### src/rtl/ddr3_cmd_sched.sv
// ddr3_cmd_sched: close-page DDR3 command scheduler with round-robin
// arbitration of two requesters and periodic refresh.
module ddr3_cmd_sched #(
   parameter int T_RCD     = 6,
   parameter int T_RECOV   = 20,
   parameter int T_RFC     = 64,
   parameter int T_REFI    = 3120,
   parameter int CL        = 5,
   parameter int CWL       = 5,
   parameter int BURST_CYC = 4
) (
   input  logic        clk,
   input  logic        rst,
   input  logic        init_done,
   input  logic        req0_valid,
   input  logic        req0_we,
   input  logic [2:0]  req0_ba,
   input  logic [13:0] req0_row,
   input  logic [9:0]  req0_col,
   output logic        req0_ready,
   input  logic        req1_valid,
   input  logic        req1_we,
   input  logic [2:0]  req1_ba,
   input  logic [13:0] req1_row,
   input  logic [9:0]  req1_col,
   output logic        req1_ready,
   output logic        done,
   output logic        done_id,
   output logic        ref_overrun,
   output logic        ddr3_cs_out,
   output logic        ddr3_ras_out,
   output logic        ddr3_cas_out,
   output logic        ddr3_we_out,
   output logic [2:0]  ddr3_ba_out,
   output logic [13:0] ddr3_addr_out,
   output logic        ddr3_pdata_write,
   output logic        ddr3_dq_oe,
   output logic        ddr3_dq_receiver_en
);

   localparam int RFW = $clog2(T_REFI);

   localparam logic [3:0] CMD_NOP = 4'b0111;
   localparam logic [3:0] CMD_ACT = 4'b0011;
   localparam logic [3:0] CMD_RD  = 4'b0101;
   localparam logic [3:0] CMD_WR  = 4'b0100;
   localparam logic [3:0] CMD_REF = 4'b0001;

   typedef enum logic [2:0] {
      S_IDLE, S_TRCD, S_RW, S_RECOV, S_TRFC
   } state_t;

   state_t state, state_nx;
   logic [7:0] cnt, cnt_nx;
   logic [RFW-1:0] refi_cnt;
   logic ref_pending, ref_clr, wrap;
   logic rr, grant, gid;
   logic l_we, l_id;
   logic [2:0] l_ba;
   logic [9:0] l_col;
   logic [3:0] cmd_nx;
   logic [2:0] ba_nx;
   logic [13:0] addr_nx;
   logic rdy0_nx, rdy1_nx, done_nx, did_nx;
   logic pw_nx, oe_nx, rx_nx;
   int e1;

   assign wrap = init_done && (refi_cnt == '0);

   // Next-state, next-command and data-strobe decode
   always_comb begin
      state_nx = state;
      cnt_nx   = cnt;
      cmd_nx   = CMD_NOP;
      ba_nx    = 3'd0;
      addr_nx  = 14'd0;
      rdy0_nx  = 1'b0;
      rdy1_nx  = 1'b0;
      done_nx  = 1'b0;
      did_nx   = 1'b0;
      pw_nx    = 1'b0;
      oe_nx    = 1'b0;
      rx_nx    = 1'b0;
      ref_clr  = 1'b0;
      grant    = 1'b0;
      gid      = 1'b0;
      e1       = 0;
      unique case (state)
         S_IDLE: begin
            if (init_done && ref_pending) begin
               cmd_nx   = CMD_REF;
               ref_clr  = 1'b1;
               cnt_nx   = 8'(T_RFC - 1);
               state_nx = S_TRFC;
            end else if (init_done && (req0_valid || req1_valid)) begin
               grant    = 1'b1;
               gid      = !(req0_valid && (!rr || !req1_valid));
               cmd_nx   = CMD_ACT;
               ba_nx    = gid ? req1_ba : req0_ba;
               addr_nx  = gid ? req1_row : req0_row;
               rdy0_nx  = !gid;
               rdy1_nx  = gid;
               cnt_nx   = 8'(T_RCD - 2);
               state_nx = S_TRCD;
            end
         end
         S_TRCD: begin
            if (cnt == 8'd0) state_nx = S_RW;
            else cnt_nx = cnt - 8'd1;
         end
         S_RW: begin
            cmd_nx   = l_we ? CMD_WR : CMD_RD;
            ba_nx    = l_ba;
            // A10 = auto-precharge, A12 = BL8
            addr_nx  = {4'b0101, l_col};
            pw_nx    = l_we;
            cnt_nx   = 8'(T_RECOV);
            state_nx = S_RECOV;
         end
         S_RECOV: begin
            // e1 = cycles since the RD/WR pin cycle, one cycle ahead
            e1      = T_RECOV - int'(cnt) + 1;
            rx_nx   = !l_we && (e1 >= CL) && (e1 <= CL + BURST_CYC - 1);
            oe_nx   = l_we && (e1 >= CWL - 1) && (e1 <= CWL + BURST_CYC - 1);
            done_nx = (cnt == 8'd1);
            did_nx  = (cnt == 8'd1) && l_id;
            if (cnt == 8'd0) state_nx = S_IDLE;
            else cnt_nx = cnt - 8'd1;
         end
         S_TRFC: begin
            if (cnt == 8'd0) state_nx = S_IDLE;
            else cnt_nx = cnt - 8'd1;
         end
         default: state_nx = S_IDLE;
      endcase
   end

   // FSM state, counters, arbitration pointer and latched request
   always_ff @(posedge clk) begin
      if (!rst) begin
         state <= S_IDLE;
         cnt   <= 8'd0;
         rr    <= 1'b0;
         l_we  <= 1'b0;
         l_id  <= 1'b0;
         l_ba  <= 3'd0;
         l_col <= 10'd0;
      end else begin
         state <= state_nx;
         cnt   <= cnt_nx;
         if (grant) begin
            rr    <= !gid;
            l_id  <= gid;
            l_we  <= gid ? req1_we : req0_we;
            l_ba  <= gid ? req1_ba : req0_ba;
            l_col <= gid ? req1_col : req0_col;
         end
      end
   end

   // Refresh interval timer, pending flag and sticky overrun
   always_ff @(posedge clk) begin
      if (!rst) begin
         refi_cnt    <= RFW'(T_REFI - 1);
         ref_pending <= 1'b0;
         ref_overrun <= 1'b0;
      end else if (wrap) begin
         refi_cnt    <= RFW'(T_REFI - 1);
         ref_pending <= 1'b1;
         if (ref_pending && !ref_clr) ref_overrun <= 1'b1;
      end else begin
         if (init_done) refi_cnt <= refi_cnt - 1'b1;
         if (ref_clr) ref_pending <= 1'b0;
      end
   end

   // Registered command pins, handshakes and DQ strobes
   always_ff @(posedge clk) begin
      if (!rst) begin
         {ddr3_cs_out, ddr3_ras_out, ddr3_cas_out, ddr3_we_out} <= 4'b1111;
         ddr3_ba_out         <= 3'd0;
         ddr3_addr_out       <= 14'd0;
         req0_ready          <= 1'b0;
         req1_ready          <= 1'b0;
         done                <= 1'b0;
         done_id             <= 1'b0;
         ddr3_pdata_write    <= 1'b0;
         ddr3_dq_oe          <= 1'b0;
         ddr3_dq_receiver_en <= 1'b0;
      end else begin
         {ddr3_cs_out, ddr3_ras_out, ddr3_cas_out, ddr3_we_out} <= cmd_nx;
         ddr3_ba_out         <= ba_nx;
         ddr3_addr_out       <= addr_nx;
         req0_ready          <= rdy0_nx;
         req1_ready          <= rdy1_nx;
         done                <= done_nx;
         done_id             <= did_nx;
         ddr3_pdata_write    <= pw_nx;
         ddr3_dq_oe          <= oe_nx;
         ddr3_dq_receiver_en <= rx_nx;
      end
   end

endmodule

### config.mk
export PLATFORM = sky130hd
export DESIGN_NAME = ddr3_cmd_sched
export DESIGN_NICKNAME = d
export VERILOG_FILES = /design/src/rtl/ddr3_cmd_sched.sv
export SDC_FILE = /design/constraint.sdc
export NUM_CORES = 1
export LEC_CHECK = 0
export ABC_AREA = 1
export ABC_CLOCK_PERIOD_IN_PS = 3600
export BUFFER_PORTS_ARGS = -buffer_cell sky130_fd_sc_hd__buf_2
export CAP_MARGIN = 30
export CORE_MARGIN = 2
export CORE_UTILIZATION = 40
export DETAILED_ROUTE_END_ITERATION = 6
export PLACE_DENSITY_LB_ADDON = 0.15
export RECOVER_POWER = 25
export SLEW_MARGIN = 40
export SYNTH_ARGS = -nofsm -noshare
export SYNTH_HDL_FRONTEND = slang
export SYNTH_SLANG_ARGS = --single-unit
export TNS_END_PERCENT = 20
### constraint.sdc
create_clock -name clk -period 3.6 [get_ports clk]
set_input_delay 0.9 -clock clk [delete_from_list [all_inputs] [get_ports clk]]
set_output_delay 0.9 -clock clk [all_outputs]
set_load 0.05 [all_outputs]
==> flow_summary.ini, run 1 <==
[logic_synthesis]
synth-compound-area-share_pct = 11.3
synthMuxAreaShare_pct = 0
synthDistinctLibCells = 37
yosys.area_share.simple_pct = 36.0
synthCells = 486
syn_area_mm2 = 0.00340
synth_area_per_cell_um2 = 6.99
synth_top_family_by_area = simple AND/OR/NAND/NOR gates
synthAdderAreaFrac_pct = 2.95
yosysWarnings = 0
synth_nets = 555
ys_seq_area_share_pct = 40.7
ys_ff_latch = 69
synth_xor_area_share_pct = 1.55

[floorplan]
placementRows = 33
core_mm2 = 0.00822
die_h_um = 96.2
io_pins = 90
die-area_mm2 = 0.00925
initial_core_util_pct = 41.3
die_w_um = 96.2

[global_routing]
top_usage_layer = met2
grt_max_degree = 22
grt_pass1_vias = 3095
use_met2_pct = 29.6
grt_pass1_wl_mm = 13.2
track_usage_pct = 18.2
grt_overflow = 0
antenna_found_initial = 0
grtUsageMet3_pct = 5.79
grt_util_met1_pct = 23.0

[cts]
cts_sinks = 69
cts_tree = built
post_cts_buffers = 0
clockBufferDepth = 2
htreeDepth = 3
path_clk_slew_ns = 0.08
numCtsBuffers = 9
cts_root_buf = clkbuf_8
ctsResizeCount = 0
clock_latency_ns = 0.35
holdBufCountCts = 0

[run]
cap_violations = 0

[setup_path]
r2r_slack_ns = 1.35
crit_end = l_ba[0]
r2r-start = cnt[0]
timing.rr.end = ddr3_dq_receiver_en
endpoint_kind = register
reg2regPathDepth = 16
startpoint = init_done
cp.arrival_ns = 2.51
critPathLaunchType = primary input
path_class = primary input to register
cp_data_required_time_ns = 3.80
critPathMaxFanout = 21

[timing]
fin_skew_ns = 0.0116
max_freq_mhz = 432
rsz0062_at_grt = false
slew_headroom_pct = 38.9
tightest_slew_ns = 0.916
slew_violations = 0
min_period_over_period_pct = 64.3
fin_crit_ns = 2.32
fin_setup_tns_ns = 0
hold_viol = 0
setup_viol = 0
hold_ws_ns = 0.459

[place]
portBuffers = 89
dpl-instance-area_mm2 = 0.00396
dp.final_hpwl_mm = 6.31
gp_congestion = 0.802
dp_cells = 674

[power]
netSwitchingPower_uw = 1400
cellPowerDensity_mw_per_mm2 = 736
vdd_drop_max_uv = 259
comb_power_share_pct = 47.6
p_leak_uw = 0.00195
swShare_pct = 45.9
clockPowerShare_pct = 20.8
p_int_uw = 1650
seqPwrFrac_pct = 31.6

[detailed_routing]
firstDrtPassIters = 4
drtIter0Drc = 105
viasPerCell = 4.82
routedWlPerCell_um = 12.1
drc_errors = 0
via_count = 3329
ant_nets = 0
totalWireLength_mm = 8.32

[final_layout]
num_antenna_cells = 0
nets = 649
layout-drive-gt1-share_pct = 23.8
layout.cells.non_filler = 690
finalInstanceArea_mm2 = 0.00415
post-route-util_pct = 50.5
area_growth_pct = 22.1

[worst_hold_path]
min_path_type = register to register

[status]
status = complete, no violations
==> power by group through the flow <==
stage                     sequential [uW]  clock, uW  combinational [uW]
after floorplan                      1070          0                1040
after global placement                980          0                1430
after detailed placement              980          0                1460
after CTS                             963        652                1460
after global routing                  983        683                1640
final                                 965        635                1450
==> cells by family (layout without fill, tap and decap cells) <==
group,Yosys count,in the layout
compound gates,60,60
xor+xnor,6,6
fa+ha+maj,8,8
buf+inv,65,164
flops,69,69
simple gates,278,278
==> state kept, by name (all words and copies together) (netlist names) <==
| name | cells |
|---|---|
| cnt | 8 |
| ddr3_addr_out | 14 |
| ddr3_ba_out | 3 |
| ddr3_cas_out | 1 |
| ddr3_cs_out | 1 |
| ddr3_dq_oe | 1 |
| ddr3_dq_receiver_en | 1 |
| ddr3_pdata_write | 1 |
| ddr3_ras_out | 1 |
| ddr3_we_out | 1 |
| done | 1 |
| done_id | 1 |
| l_ba | 3 |
| l_col | 10 |
| l_id | 1 |
| l_we | 1 |
| ref_overrun | 1 |
| ref_pending | 1 |
| refi_cnt | 12 |
| req0_ready | 1 |
| req1_ready | 1 |
| rr | 1 |
| state | 3 |
==> synth_stat cells, drive strengths merged <==
cell type	instances	share of area, %
nand3	42	6.6
a221oi	5	1.3
a211oi	2	0.44
buf	5	0.88
a31oi	14	2.6
clkbuf	6	0.66
o22ai	1	0.18
xor2	4	1.0
o211a	1	0.29
inv	52	5.7
or2	1	0.18
a22oi	5	1.1
ha	8	2.9
nor4	1	0.18
clkinv	2	0.22
o211ai	3	0.66
o21ai	13	2.2
nand2	167	19
dfxtp	69	41
nor2	57	7.7
a21oi	15	2.3
nor3	6	1.0
nand4	3	0.55
xnor2	2	0.52
a21o	1	0.22
nor3b	1	0.37
==> critical path, stage by stage <==
cell and delay (ns):
clkbuf_1 0.17, nand2_1 0.11, nand2_1 0.14, nor2_2 0.05, inv_1 0.45, nor2_2 0.10, buf_4 0.24, a22oi_1 0.23
a21oi_1 0.09
==> how the worst min path moves through the flow <==
stage,from,endpoint,slack [ns],cells after the start
floorplan,l_id,done_id,0.42,2
global placement,l_id,done_id,0.45,2
detailed placement,l_id,done_id,0.45,2
CTS,l_we,ddr3_dq_oe,0.46,2
global route,l_we,ddr3_dq_oe,0.49,2
finish,l_id,done_id,0.46,2
==> cell type report <==
| class | count | area [um2] |
|---|---|---|
| multi-input combinational | 352 | 1760 |
| tap | 105 | 131 |
| sequential | 69 | 1380 |
| clock inverter | 6 | 71.3 |
| clock buffer | 10 | 128 |
| fill | 842 | 4070 |
| timing repair buffer | 94 | 472 |
| inverter | 54 | 203 |
==> through the flow <==
| stage | worst slack [ns] | total power (uW) |
|---|---|---|
| after floorplan | 1.64 | 2110 |
| after global placement | 1.23 | 2410 |
| final | 1.28 | 3050 |
| after global routing | 1.08 | 3300 |
| after CTS | 1.40 | 3080 |
| after detailed placement | 1.17 | 2440 |
==> layer usage <==
metal / up-vias / part of all wire, %
li1: 1757 / -
met1: 1485 / 46
met2: 76 / 47
met3: 11 / 5.6
met4: 0 / 1.4
met5: - / 0
==> cell usage in the layout (no fill, tap or decap), types with 2 or more instances in the layout <==
master	instances
clkinv_4	2
clkbuf_8	9
o211ai_1	3
nor2_4	3
a221oi_1	5
nand3_2	3
nand3_1	39
nand2_2	9
ha_1	8
a21oi_1	14
xnor2_1	2
buf_2	83
xor2_1	4
a211oi_1	2
o21ai_0	11
inv_1	46
a31oi_1	14
nor2_1	44
clkinv_1	2
a22oi_1	5
nand2_1	157
nor3_1	5
buf_4	4
nor2_2	10
inv_2	6
dfxtp_1	69
nand4_1	3
clkbuf_1	8
clkinvlp_4	2
Note: power is estimated with default switching activity, not from simulation.
==> run 2, diff against run 1 <==
--- a/config.mk
+++ b/config.mk
@@ -6,7 +6,7 @@
 export NUM_CORES = 1
 export LEC_CHECK = 0
 export ABC_AREA = 1
-export ABC_CLOCK_PERIOD_IN_PS = 3600
+export ABC_CLOCK_PERIOD_IN_PS = 2400
 export BUFFER_PORTS_ARGS = -buffer_cell sky130_fd_sc_hd__buf_2
 export CAP_MARGIN = 30
 export CORE_MARGIN = 2
==> constraint.sdc (replaced) <==
create_clock -name clk -period 2.4 [get_ports clk]
set_input_delay 0.6 -clock clk [delete_from_list [all_inputs] [get_ports clk]]
set_output_delay 0.6 -clock clk [all_outputs]
set_load 0.05 [all_outputs]
==> flow_summary.ini, run 2 (synthesis results as in run 1) <==
[place]
dp.final_hpwl_mm = 6.38
portBuffers = 89
gp_congestion = 0.864

[global_routing]
grt_pass1_vias = 2981
grt_max_degree = 22
grt_overflow = 0
antenna_found_initial = 0
track_usage_pct = 18.5
grt_pass1_wl_mm = 13.3

[worst_hold_path]
min_delay_path_depth = 3
min_to = l_col[0]
min_path_type = primary input to register
hold_start = req1_col[0]

[detailed_routing]
via_count = 3335
drc_errors = 0
routedWlPerCell_um = 12.2
routed.top_layer = met4
totalWireLength_mm = 8.43
route.met3.wl_um = 460
dr_wl_met2_mm = 3.97
route.layer.met1.wl_mm = 3.91
firstDrtPassIters = 4
drtIter0Drc = 91
ant_nets = 0
viasPerCell = 4.83

[setup_path]
reg2regPathDepth = 18
startpoint = cnt[1]
cpMostUsedCell = nand2_1
endpoint_kind = register
path_cells = inv_1 > ha_1 > inv_1 > nand2_1 > nand2_2 > nand2_2 > nand2_1 > nand2_1 > nand2_1 > nand3_2 > inv_1 > nand2_1 > nand2_1 > nor2_2 > nand2_1 > nand3_2 > nand3_1 > nor2_1
critPathMaxFanout = 7
r2r_slack_ns = 0.27
critPathLaunchType = register
cp_data_required_time_ns = 2.68
timing.rr.end = ddr3_dq_receiver_en
path_class = register to register
cp.arrival_ns = 2.41
slowest_delay_ns = 0.32
cp_slowest_cell = dfxtp_1
r2r-start = cnt[1]

[final_layout]
reg.largest.list = ddr3_addr_out (14), refi_cnt (12), l_col (10)
area_growth_pct = 21.5
final_common_cell = nand2_1
largest_reg_flops = 14
layout_common_cells = nand2_1, buf_2, dfxtp_1, nor2_1, inv_1
nets = 650
num_antenna_cells = 0
layout-drive-gt1-share_pct = 21.7
regMostFlops = ddr3_addr_out

[timing]
fin_crit_ns = 2.13
tightest_slew_ns = 0.889
setup_viol = 0
fin_setup_tns_ns = 0
hold_viol = 0
slew_violations = 0
max_freq_mhz = 469
hold_ws_ns = 0.454
rsz0062_at_grt = false
slew_headroom_pct = 40.7
fin_skew_ns = 0.0106
min_period_over_period_pct = 88.8

[floorplan]
die_w_um = 96.2
die-area_mm2 = 0.00925
io_pins = 90
core_mm2 = 0.00822
placementRows = 33
initial_core_util_pct = 41.3
die_h_um = 96.2

[cts]
cts_root_buf = clkbuf_8
path_clk_slew_ns = 0.07
cts_tree = built
clockBufferDepth = 2
cts_sinks = 69
holdBufCountCts = 0
htreeDepth = 3
clock_latency_ns = 0.34
numCtsBuffers = 9

[run]
cap_violations = 0

[power]
vdd_drop_max_uv = 496
p_int_uw = 2480
p_leak_uw = 0.00191
seqPwrFrac_pct = 31.7
clockPowerShare_pct = 19.9
netSwitchingPower_uw = 2090
comb_power_share_pct = 48.4
swShare_pct = 45.8
cellPowerDensity_mw_per_mm2 = 1110
power_uw = 4570

[status]
status = complete, no violations
## run 2: changes by cell type in the layout (fill, tap and decap cells not counted), sizes merged
cell      change
buf          -10
inv           -1
clkinvlp      -2
clkbuf       +13
clkinv        +1
## run 2: routing by layer
layer | vias up | GRT usage (%)
li1 | 1756 | -
met1 | 1495 | 24.0
met2 | 74 | 30.0
met3 | 10 | 4.86
met4 | 0 | 5.48
met5 | - | 0
## run 2: power by group through the flow
stage,logic (uW),clock network (uW),registers [uW]
after floorplan,1560,0,1610
after global placement,2180,0,1470
after detailed placement,2210,0,1480
after CTS,2230,936,1450
after global routing,2500,982,1470
final,2210,909,1450
## run 2: what timing repair did
item,4_1_cts,5_1_grt
setup buffers,0,0
setup endpoints to repair,0,2
resized for setup,0,2
## run 2: how the worst max path moves through the flow
stage | endpoint | slack (ns) | cells after the start
finish | ddr3_dq_receiver_en | 0.27 | 18
global route | ddr3_dq_oe | 0.001 | 18
CTS | ddr3_dq_receiver_en | 0.24 | 17
detailed placement | ddr3_dq_receiver_en | 0.27 | 17
global placement | cnt[5] | 0.35 | 12
floorplan | ddr3_dq_receiver_en | 0.50 | 16
## run 2: critical path: cells and delay by family (launching register included)
kind | cells | cell delay, ns
buffers and inverters | 3 | 0.33
and+or+nand+nor | 14 | 1.19
adders and majority gates | 1 | 0.24
DFF | 1 | 0.32
## run 2: layout make-up
class | count | area (um2)
Multi-Input combinational cell | 352 | 1750
Clock buffer | 12 | 135
Inverter | 54 | 203
Sequential cell | 69 | 1380
Fill cell | 866 | 4090
Timing Repair Buffer | 95 | 478
Tap cell | 105 | 131
Clock inverter | 4 | 48.8
## run 2: metrics by stage
step                      util [%]  setup WS [ns]  cell area, um2  cells
after detailed placement      48.4          0.266            3980    675
after floorplan                  -          0.503            3400    486
after global placement        48.4          0.346            3980    675
after CTS                     50.7          0.241            4160    691
final                         50.3          0.268            4130    691
after global routing          50.3        0.00145            4130    691
==> run 3, diff against run 2 <==
--- a/config.mk
+++ b/config.mk
@@ -9,8 +9,10 @@
 export ABC_CLOCK_PERIOD_IN_PS = 2400
 export BUFFER_PORTS_ARGS = -buffer_cell sky130_fd_sc_hd__buf_2
 export CAP_MARGIN = 30
+export CELL_PAD_IN_SITES_DETAIL_PLACEMENT = 1
+export CELL_PAD_IN_SITES_GLOBAL_PLACEMENT = 1
 export CORE_MARGIN = 2
-export CORE_UTILIZATION = 40
+export CORE_UTILIZATION = 37
 export DETAILED_ROUTE_END_ITERATION = 6
 export PLACE_DENSITY_LB_ADDON = 0.15
 export RECOVER_POWER = 25
==> flow_summary.ini, run 3 (synthesis results as in run 1) <==
[status]
status = complete, no violations

[worst_hold_path]
hold_start = req1_col[1]
min_delay_path_depth = 3
min_path_type = primary input to register
min_to = l_col[1]

[detailed_routing]
totalWireLength_mm = 9.87
viasPerCell = 4.99
firstDrtPassIters = 4
ant_nets = 0
routedWlPerCell_um = 14.2
drc_errors = 0
drtIter0Drc = 100
via_count = 3460

[timing]
max_freq_mhz = 471
rsz0062_at_grt = false
hold_ws_ns = 0.444
fin_crit_ns = 2.12
hold_viol = 0
slew_headroom_pct = 38.6
min_period_over_period_pct = 88.5
fin_setup_tns_ns = 0
setup_viol = 0
slew_violations = 0
worst_slack_ns = 0.275
fin_skew_ns = 0.0112
tightest_slew_ns = 0.920

[cts]
numCtsBuffers = 9
path_clk_slew_ns = 0.08
htreeDepth = 3
clockBufferDepth = 2
cts_root_buf = clkbuf_8
clock_latency_ns = 0.35
cts_tree = built
cts_sinks = 69

[setup_path]
cp.arrival_ns = 2.37
critPathLaunchType = register
timing.rr.end = ddr3_dq_receiver_en
cp_data_required_time_ns = 2.64
reg2regPathDepth = 16
endpoint_kind = register
r2r-start = cnt[0]
r2r_slack_ns = 0.28
path_class = register to register
critPathMaxFanout = 6

[global_routing]
grt_max_degree = 23
antenna_found_initial = 0
grt_pass1_wl_mm = 16.2
grt_overflow = 0
track_usage_pct = 20.2
grt_pass1_vias = 3537

[final_layout]
area_growth_pct = 22.9
final_common_cell = nand2_1
layout-drive-gt1-share_pct = 22.4
regMostFlops = ddr3_addr_out
largest_reg_flops = 14
reg.largest.list = ddr3_addr_out (14), refi_cnt (12), l_col (10)
layout.cells.non_filler = 694
nets = 650
layout_common_cells = nand2_1, buf_2, dfxtp_1, nor2_1, inv_1
num_antenna_cells = 0

[power]
p_leak_uw = 0.00193
vdd_drop_max_uv = 514
cellPowerDensity_mw_per_mm2 = 1150

[floorplan]
die-area_mm2 = 0.00996
initial_core_util_pct = 38.6
core_mm2 = 0.00881
die_h_um = 99.8
placementRows = 34
io_pins = 90
die_w_um = 99.8

[run]
cap_violations = 0

[place]
dp_slack_ns = 0.206
portBuffers = 89
dp_cells = 678
gp_congestion = 0.816
dp.final_hpwl_mm = 7.65
run 3: routing by layer:
layer | global-route usage [%] | vias to the layer above | share of wire [%]
li1 | - | 1757 | -
met4 | 5.90 | 0 | 1.0
met2 | 34.9 | 58 | 50
met1 | 25.7 | 1637 | 46
met3 | 3.76 | 8 | 3.3
met5 | 0 | - | 0
run 3: what timing repair did:
action | in CTS | in global routing
hold buffers | 0 | 0
setup endpoints to repair | 0 | 2
setup buffers | 0 | 0
gates resized for setup | 0 | 2
run 3: layout make-up:
cell class,count,area [um2]
fill,1171,4630
multi-input combinational,352,1760
sequential,69,1380
timing repair buffer,95,464
inverter,54,203
clock buffer,10,138
tap,108,135
clock inverter,6,93.8
run 3: worst max path at each step:
stage	start	to	slack (ns)	cells past startpoint
2_1_floorplan	cnt[0]	ddr3_dq_receiver_en	0.50	16
3_3_place_gp	cnt[1]	cnt[5]	0.32	12
3_5_place_dp	cnt[0]	ddr3_dq_receiver_en	0.21	16
4_1_cts	cnt[0]	ddr3_dq_receiver_en	0.19	16
5_1_grt	cnt[0]	ddr3_dq_oe	0.002	16
6_report	cnt[0]	ddr3_dq_receiver_en	0.28	16
run 3: power breakdown:
| part | internal [uW] | total [uW] | switching [uW] |
|---|---|---|---|
| clock network | 623 | 1110 | 484 |
| logic | 674 | 2250 | 1580 |
| registers | 1320 | 1460 | 138 |
| total | 2620 | 4820 | 2200 |
run 3: stage by stage:
step,cell area (um2),util [%],power (uW)
4_1_cts,4200,47.7,4870
2_1_floorplan,3400,-,3170
6_report,4170,47.4,4820
3_3_place_gp,3970,45.1,3680
5_1_grt,4170,47.4,5210
3_5_place_dp,3970,45.1,3750
run 3: worst max-delay path, cell delays in order (launching register included):
cell and delay [ns]:
dfxtp_2 0.39, inv_2 0.08, ha_1 0.22, inv_1 0.09, nand2_1 0.08, nand2_2 0.09, nand2_2 0.09, nand2_1 0.15
nand2_2 0.08, nor2_4 0.12, nand2_1 0.07, nand2_1 0.07, nand2_1 0.08, nor2_2 0.10, nand3_1 0.08, a21oi_1 0.16
nor2_1 0.07
